File: config.mk
export PLATFORM = sky130hd
export DESIGN_NAME = instr_fetch_unit
export DESIGN_NICKNAME = d
export VERILOG_FILES = /design/src/rtl/asip_pkg.sv /design/src/rtl/fetch_skid_buf.sv /design/src/rtl/instr_fetch_unit.sv
export SDC_FILE = /design/constraint.sdc
export NUM_CORES = 1
export LEC_CHECK = 0
export CAP_MARGIN = 20
export CORE_ASPECT_RATIO = 1.2
export CORE_UTILIZATION = 56
export DETAILED_ROUTE_END_ITERATION = 16
export PLACE_DENSITY = 0.89
export SLEW_MARGIN = 10
export SYNTH_ARGS = -nofsm -noshare
export SYNTH_HDL_FRONTEND = slang
export SYNTH_SLANG_ARGS = --single-unit
File: constraint.sdc
create_clock -name clk -period 3.1 [get_ports clk]
set_input_delay 0.93 -clock clk [delete_from_list [all_inputs] [get_ports clk]]
set_output_delay 0.93 -clock clk [all_outputs]
set_load 0.05 [all_outputs]
File: src/rtl/asip_pkg.sv
// Shared definitions for the interpolation ASIP front end.
package asip_pkg;

    localparam logic [4:0]  OP_HALT          = 5'b11111;
    localparam logic [4:0]  OP_NOP           = 5'b00000;
    localparam logic [31:0] RESET_PC_DEFAULT = 32'h0000_0000;

    typedef enum logic [2:0] {
        ST_IDLE,
        ST_REQ,
        ST_WAIT,
        ST_HOLD,
        ST_HALT
    } fetch_state_t;

endpackage

File: src/rtl/fetch_skid_buf.sv
// One-entry holding buffer for a fetched word (and its PC) that arrived while
// the IF/ID register was stalled.
module fetch_skid_buf #(
    parameter int unsigned ADDR_W  = 32,
    parameter int unsigned INSTR_W = 32
) (
    input  logic               clk,
    input  logic               rst_n,
    input  logic               load_i,
    input  logic               clear_i,
    input  logic [INSTR_W-1:0] instr_i,
    input  logic [ADDR_W-1:0]  pc_i,
    output logic [INSTR_W-1:0] instr_o,
    output logic [ADDR_W-1:0]  pc_o
);

    logic [INSTR_W-1:0] instr_q;
    logic [ADDR_W-1:0]  pc_q;

    // NOTE: a single entry is just flops, so it takes the async reset like any other register.
    always_ff @(posedge clk or negedge rst_n) begin
        if (!rst_n) begin
            instr_q <= '0;
            pc_q    <= '0;
        end else if (clear_i) begin
            instr_q <= '0;
            pc_q    <= '0;
        end else if (load_i) begin
            instr_q <= instr_i;
            pc_q    <= pc_i;
        end
    end

    assign instr_o = instr_q;
    assign pc_o    = pc_q;

endmodule

File: src/rtl/instr_fetch_unit.sv
// Instruction fetch front end: PC, single-outstanding imem read FSM, IF/ID register,
// redirect flush with drop of an in-flight response, and halt detection.
module instr_fetch_unit
    import asip_pkg::*;
#(
    parameter int unsigned       ADDR_W   = 32,
    parameter int unsigned       INSTR_W  = 32,
    parameter logic [ADDR_W-1:0] RESET_PC = ADDR_W'(RESET_PC_DEFAULT)
) (
    input  logic               clk,
    input  logic               rst_n,
    output logic               imem_req,
    output logic [ADDR_W-1:0]  imem_addr,
    input  logic               imem_gnt,
    input  logic               imem_rvalid,
    input  logic [INSTR_W-1:0] imem_rdata,
    input  logic               stall,
    input  logic               redirect,
    input  logic [ADDR_W-1:0]  redirect_pc,
    output logic               id_valid,
    output logic [INSTR_W-1:0] id_instr,
    output logic [ADDR_W-1:0]  id_pc,
    output logic [4:0]         OPcode,
    output logic               halted
);

    fetch_state_t       state_q, state_d;
    logic [ADDR_W-1:0]  pc_q, pc_d;
    logic [ADDR_W-1:0]  req_pc_q, req_pc_d;
    logic               drop_q, drop_d;
    logic               id_valid_q, id_valid_d;
    logic [INSTR_W-1:0] id_instr_q, id_instr_d;
    logic [ADDR_W-1:0]  id_pc_q, id_pc_d;

    logic               skid_load, skid_clear;
    logic [INSTR_W-1:0] skid_instr;
    logic [ADDR_W-1:0]  skid_pc;
    logic               load_en;
    logic [INSTR_W-1:0] load_instr;
    logic [ADDR_W-1:0]  load_pc;

    fetch_skid_buf #(
        .ADDR_W  (ADDR_W),
        .INSTR_W (INSTR_W)
    ) u_skid (
        .clk     (clk),
        .rst_n   (rst_n),
        .load_i  (skid_load),
        .clear_i (skid_clear),
        .instr_i (imem_rdata),
        .pc_i    (req_pc_q),
        .instr_o (skid_instr),
        .pc_o    (skid_pc)
    );

    // NOTE: every signal driven here gets a default first, so no path can infer a latch.
    always_comb begin
        state_d    = state_q;
        pc_d       = pc_q;
        req_pc_d   = req_pc_q;
        drop_d     = drop_q;
        id_valid_d = id_valid_q;
        id_instr_d = id_instr_q;
        id_pc_d    = id_pc_q;
        skid_load  = 1'b0;
        skid_clear = 1'b0;
        load_en    = 1'b0;
        load_instr = '0;
        load_pc    = '0;

        if (redirect && state_q != ST_HALT) begin
            // A response still owed by memory must be swallowed before refetching.
            pc_d       = redirect_pc;
            id_valid_d = 1'b0;
            skid_clear = 1'b1;
            drop_d     = (state_q == ST_WAIT && !imem_rvalid) ||
                         (state_q == ST_REQ  && imem_gnt);
            state_d    = drop_d ? ST_WAIT : ST_REQ;
        end else begin
            case (state_q)
                ST_IDLE: state_d = ST_REQ;
                ST_REQ: begin
                    if (imem_gnt) begin
                        state_d  = ST_WAIT;
                        req_pc_d = pc_q;
                        pc_d     = pc_q + ADDR_W'(4);
                    end
                end
                ST_WAIT: begin
                    if (imem_rvalid) begin
                        if (drop_q) begin
                            drop_d  = 1'b0;
                            state_d = ST_REQ;
                        end else if (stall) begin
                            skid_load = 1'b1;
                            state_d   = ST_HOLD;
                        end else begin
                            load_en    = 1'b1;
                            load_instr = imem_rdata;
                            load_pc    = req_pc_q;
                            state_d    = ST_REQ;
                        end
                    end
                end
                ST_HOLD: begin
                    if (!stall) begin
                        load_en    = 1'b1;
                        load_instr = skid_instr;
                        load_pc    = skid_pc;
                        state_d    = ST_REQ;
                    end
                end
                ST_HALT: ;
                default: state_d = ST_IDLE;
            endcase

            if (load_en) begin
                id_valid_d = 1'b1;
                id_instr_d = load_instr;
                id_pc_d    = load_pc;
                if (load_instr[INSTR_W-1 -: 5] == OP_HALT) begin
                    state_d = ST_HALT;
                end
            end else if (!stall && state_q != ST_HALT) begin
                id_valid_d = 1'b0;
            end
        end
    end

    // NOTE: sequential state uses non-blocking assignments only.
    always_ff @(posedge clk or negedge rst_n) begin
        if (!rst_n) begin
            state_q    <= ST_IDLE;
            pc_q       <= RESET_PC;
            req_pc_q   <= '0;
            drop_q     <= 1'b0;
            id_valid_q <= 1'b0;
            id_instr_q <= '0;
            id_pc_q    <= '0;
        end else begin
            state_q    <= state_d;
            pc_q       <= pc_d;
            req_pc_q   <= req_pc_d;
            drop_q     <= drop_d;
            id_valid_q <= id_valid_d;
            id_instr_q <= id_instr_d;
            id_pc_q    <= id_pc_d;
        end
    end

    assign imem_req  = (state_q == ST_REQ);
    assign imem_addr = pc_q;
    assign id_valid  = id_valid_q;
    assign id_instr  = id_instr_q;
    assign id_pc     = id_pc_q;
    assign OPcode    = id_valid_q ? id_instr_q[INSTR_W-1 -: 5] : OP_NOP;
    assign halted    = (state_q == ST_HALT);

endmodule

==> results_dict.tcl <==
set metrics [dict create \
    status "completed" \
    clock_latency_ns 0.44 \
    ys_types 50 \
    cts-hold-fix-buffers 0 \
    use_met2 0.510 \
    slew_headroom 0.612 \
    globalRouteMet3Util 0.0596 \
    grt_use_total 0.314 \
    ys_async_sr_fraction 1.00 \
    antenna_found_initial 0 \
    postSynthCellCount 942 \
    worstPathRequired_ns 2.17 \
    num_rows 49 \
    ir_worst_vdd_mv 0.407 \
    finalSetupTns_ns 0 \
    synth-seq-cells 197 \
    fmax_mhz 357 \
    regArea_mm2 0.00493 \
    hold_path_class "reg -> reg" \
    vias 7821 \
    synthMuxAreaShare 0.00245 \
    grt_overflow 0 \
    root_buffer "clkbuf_16" \
    drtPass1Iterations 5 \
    fp.dieW_um 116 \
    synth_top_family_by_area "simple AND/OR/NAND/NOR gates" \
    cp_num_buf_inv 1 \
    gp_congestion 0.840 \
    grt_most_used_layer "met2" \
    synth_top_area_cell "dfrtp_1" \
    power_frac_seq 0.403 \
    fill_cells 1034 \
    critical_path.startpoint_type "register" \
    multi_input_area_mm2 0.00348 \
    slowest_delay_ns 0.80 \
    die-area_mm2 0.0160 \
    worstPathArrival_ns 1.87 \
    ys.flop_type "dfrtp_1" \
    drv_slew 0 \
    initial_core_util 0.576 \
    setup_viol 0 \
    initialDrtViolationCount 747 \
    synth-xor-area-share 0.0222 \
    finalClockSkew_ns 0.00870 \
    synth_area_mm2 0.00869 \
    p_comb_frac 0.345 \
    min_period_ns 2.80 \
    drcViolationCount 0 \
    gr-usage-met1 0.398 \
    synth_nets 1013 \
    fp.dieH_um 138 \
    hold_slack_ns 0.479 \
    coreArea_mm2 0.0151 \
    n_antenna_cell 0 \
    io_buffers 173 \
    yosys_warnings 0 \
    hpwl_mm 15.7 \
    syn_to_final_growth_pct 30.8 \
    power.internal_mw 5.44 \
    cts_buffers 17 \
    path_clk_slew_ns 0.07 \
    cap_viol_max_count 0 \
    hold_violations 0 \
    cp_max_fo 7 \
    cts.path.max_buffers 2 \
    routed_via_density 5.93 \
    cts_sinks 197 \
    yosysMostFrequentCell "nand2_1" \
    cp_slowest_cell "clkdlybuf4s50_1" \
    cts_tree "done" \
    grt_pass1_wl_mm 38.8 \
    dp_slack_ns 0.232 \
    p_leak_nw 4.79 \
    synth_common_cells "nand2_1, dfrtp_1, o21ai_0, a21oi_1, a22oi_1" \
    post_cts_buffers 0 \
    num_io_pins 174 \
    path_class "reg -> out" \
    synth_edf_count 0 \
    wl_per_cell_um 18.1 \
    grt_pass1_vias 7666 \
    ant_nets 0 \
    cts_resized 0 \
    synthSimpleGateAreaFrac 0.199 \
    syn_area_per_cell_um2 9.22 \
    htreeDepth 4 \
    critPathTopFamily "buffers and inverters" \
    fin_crit_sh 0.904 \
    path_cells "and2_1 -> clkdlybuf4s50_1" \
    wirelength_mm 23.9 \
    p_switching_mw 3.49 \
    synth_top_area_frac 0.567 \
    final_layout_size_suffix_gt1_frac 0.0789 \
    synth_area_leaders "dfrtp_1, nand2_1, a22oi_1" \
    nets 1174 \
    synth-adder-area-share 0.00144 \
    grt_max_degree 71 \
    cp-end-kind "primary output" \
    p_clk_frac 0.253 \
    p_sw_frac 0.391 \
    synth_compound_area_frac 0.170 \
    worst_slack_ns 0.299 \
    tightest_slew_ns 0.580 \
    power.density_mw_per_mm2 786 \
    rsz0062_at_grt "no" \
    ys_seq_area_frac 0.567 \
]
-- logic make-up (layout without fill, tap and decap cells) --
| kind of cell | after synthesis | count (layout) |
|---|---|---|
| xor gates and xnor gates | 22 | 22 |
| DFF | 197 | 197 |
| adders and majority gates | 1 | 1 |
| AOI/OAI and AO/OA | 247 | 247 |
| and+or+nand+nor | 402 | 402 |
| buffers and inverters | 71 | 245 |
| muxes | 2 | 2 |
-- cell usage in the layout, fill, tap and decap left out, types with 2 or more instances in the layout --
master	count
a211o_1	2
a21oi_1	68
a22oi_1	65
a31oi_1	3
a32o_1	2
and2_1	6
and3_1	5
buf_12	7
buf_4	31
bufinv_16	3
clkbuf_1	2
clkbuf_16	17
clkbuf_8	2
clkdlybuf4s50_1	170
clkinv_2	4
clkinvlp_4	2
dfrtp_1	197
inv_1	4
inv_6	3
nand2_1	324
nand3_1	13
nand4_1	9
nand4_2	2
nor2_1	18
nor3_1	5
nor3b_1	2
nor4_1	3
nor4_4	2
o211ai_1	3
o21a_1	3
o21ai_0	76
o21ai_1	15
xnor2_1	7
xor2_1	15
-- area by class of cell --
class,instances,share of cell area
timing repair buffer,209,0.184
inverter,4,0.00132
multi-input combinational,674,0.306
sequential,197,0.434
clock inverter,12,0.0133
clock buffer,20,0.0393
tap,204,0.0225
-- worst reg2reg max path: stages (launching register included) --
cell and delay, ns:
dfrtp_1 0.55, or3b_4 0.47, and2_4 0.32, buf_12 0.23, a222oi_1 0.33, inv_1 0.07
-- per-layer routing --
layer / vias to the layer above / part of all wire
met4: 0 / 0.037
li1: 3532 / -
met1: 3807 / 0.39
met2: 412 / 0.50
met3: 70 / 0.076
met5: - / 0
-- per-stage QoR --
step                instance area (um^2)   util  cells  total power, mW
global placement                   10800  0.714   1288             6.61
CTS                                11400  0.753   1320             8.95
detailed placement                 10800  0.714   1288             6.68
floorplan                           8690      -    942             5.46
finish                             11400  0.753   1320             8.93
global route                       11400  0.753   1320             9.30
-- worst paths after layout --
kind,from,end,slack [ns],cells past startpoint
min reg2reg,id_pc[8],id_pc[8],0.48,2
max reg2reg,state_q[2],imem_addr[3],1.03,5
min in group asynchronous,rst_n,req_pc_q[12],0.49,1
max,id_valid,OPcode[3],0.30,2
min,id_pc[8],id_pc[8],0.48,2
max in group asynchronous,rst_n,id_instr[13],1.78,2
-- power groups by stage --
stage | Combinational, mW | Clock (mW) | Sequential (mW)
after global routing | 3.26 | 2.37 | 3.66
after detailed placement | 3.06 | 0 | 3.62
after floorplan | 0.852 | 0 | 4.61
after global placement | 3.00 | 0 | 3.61
final | 3.08 | 2.26 | 3.60
after CTS | 3.08 | 2.28 | 3.59
-- flip-flops by register name, indices dropped and copies added, names as in the netlist --
register and count:
id_valid 1, id_instr 32, u_skid.instr_o 32, state_q 3, req_pc_q 32, imem_addr 32
id_pc 32, u_skid.pc_o 32, drop_q 1
Power figures use the tool's default switching activity.
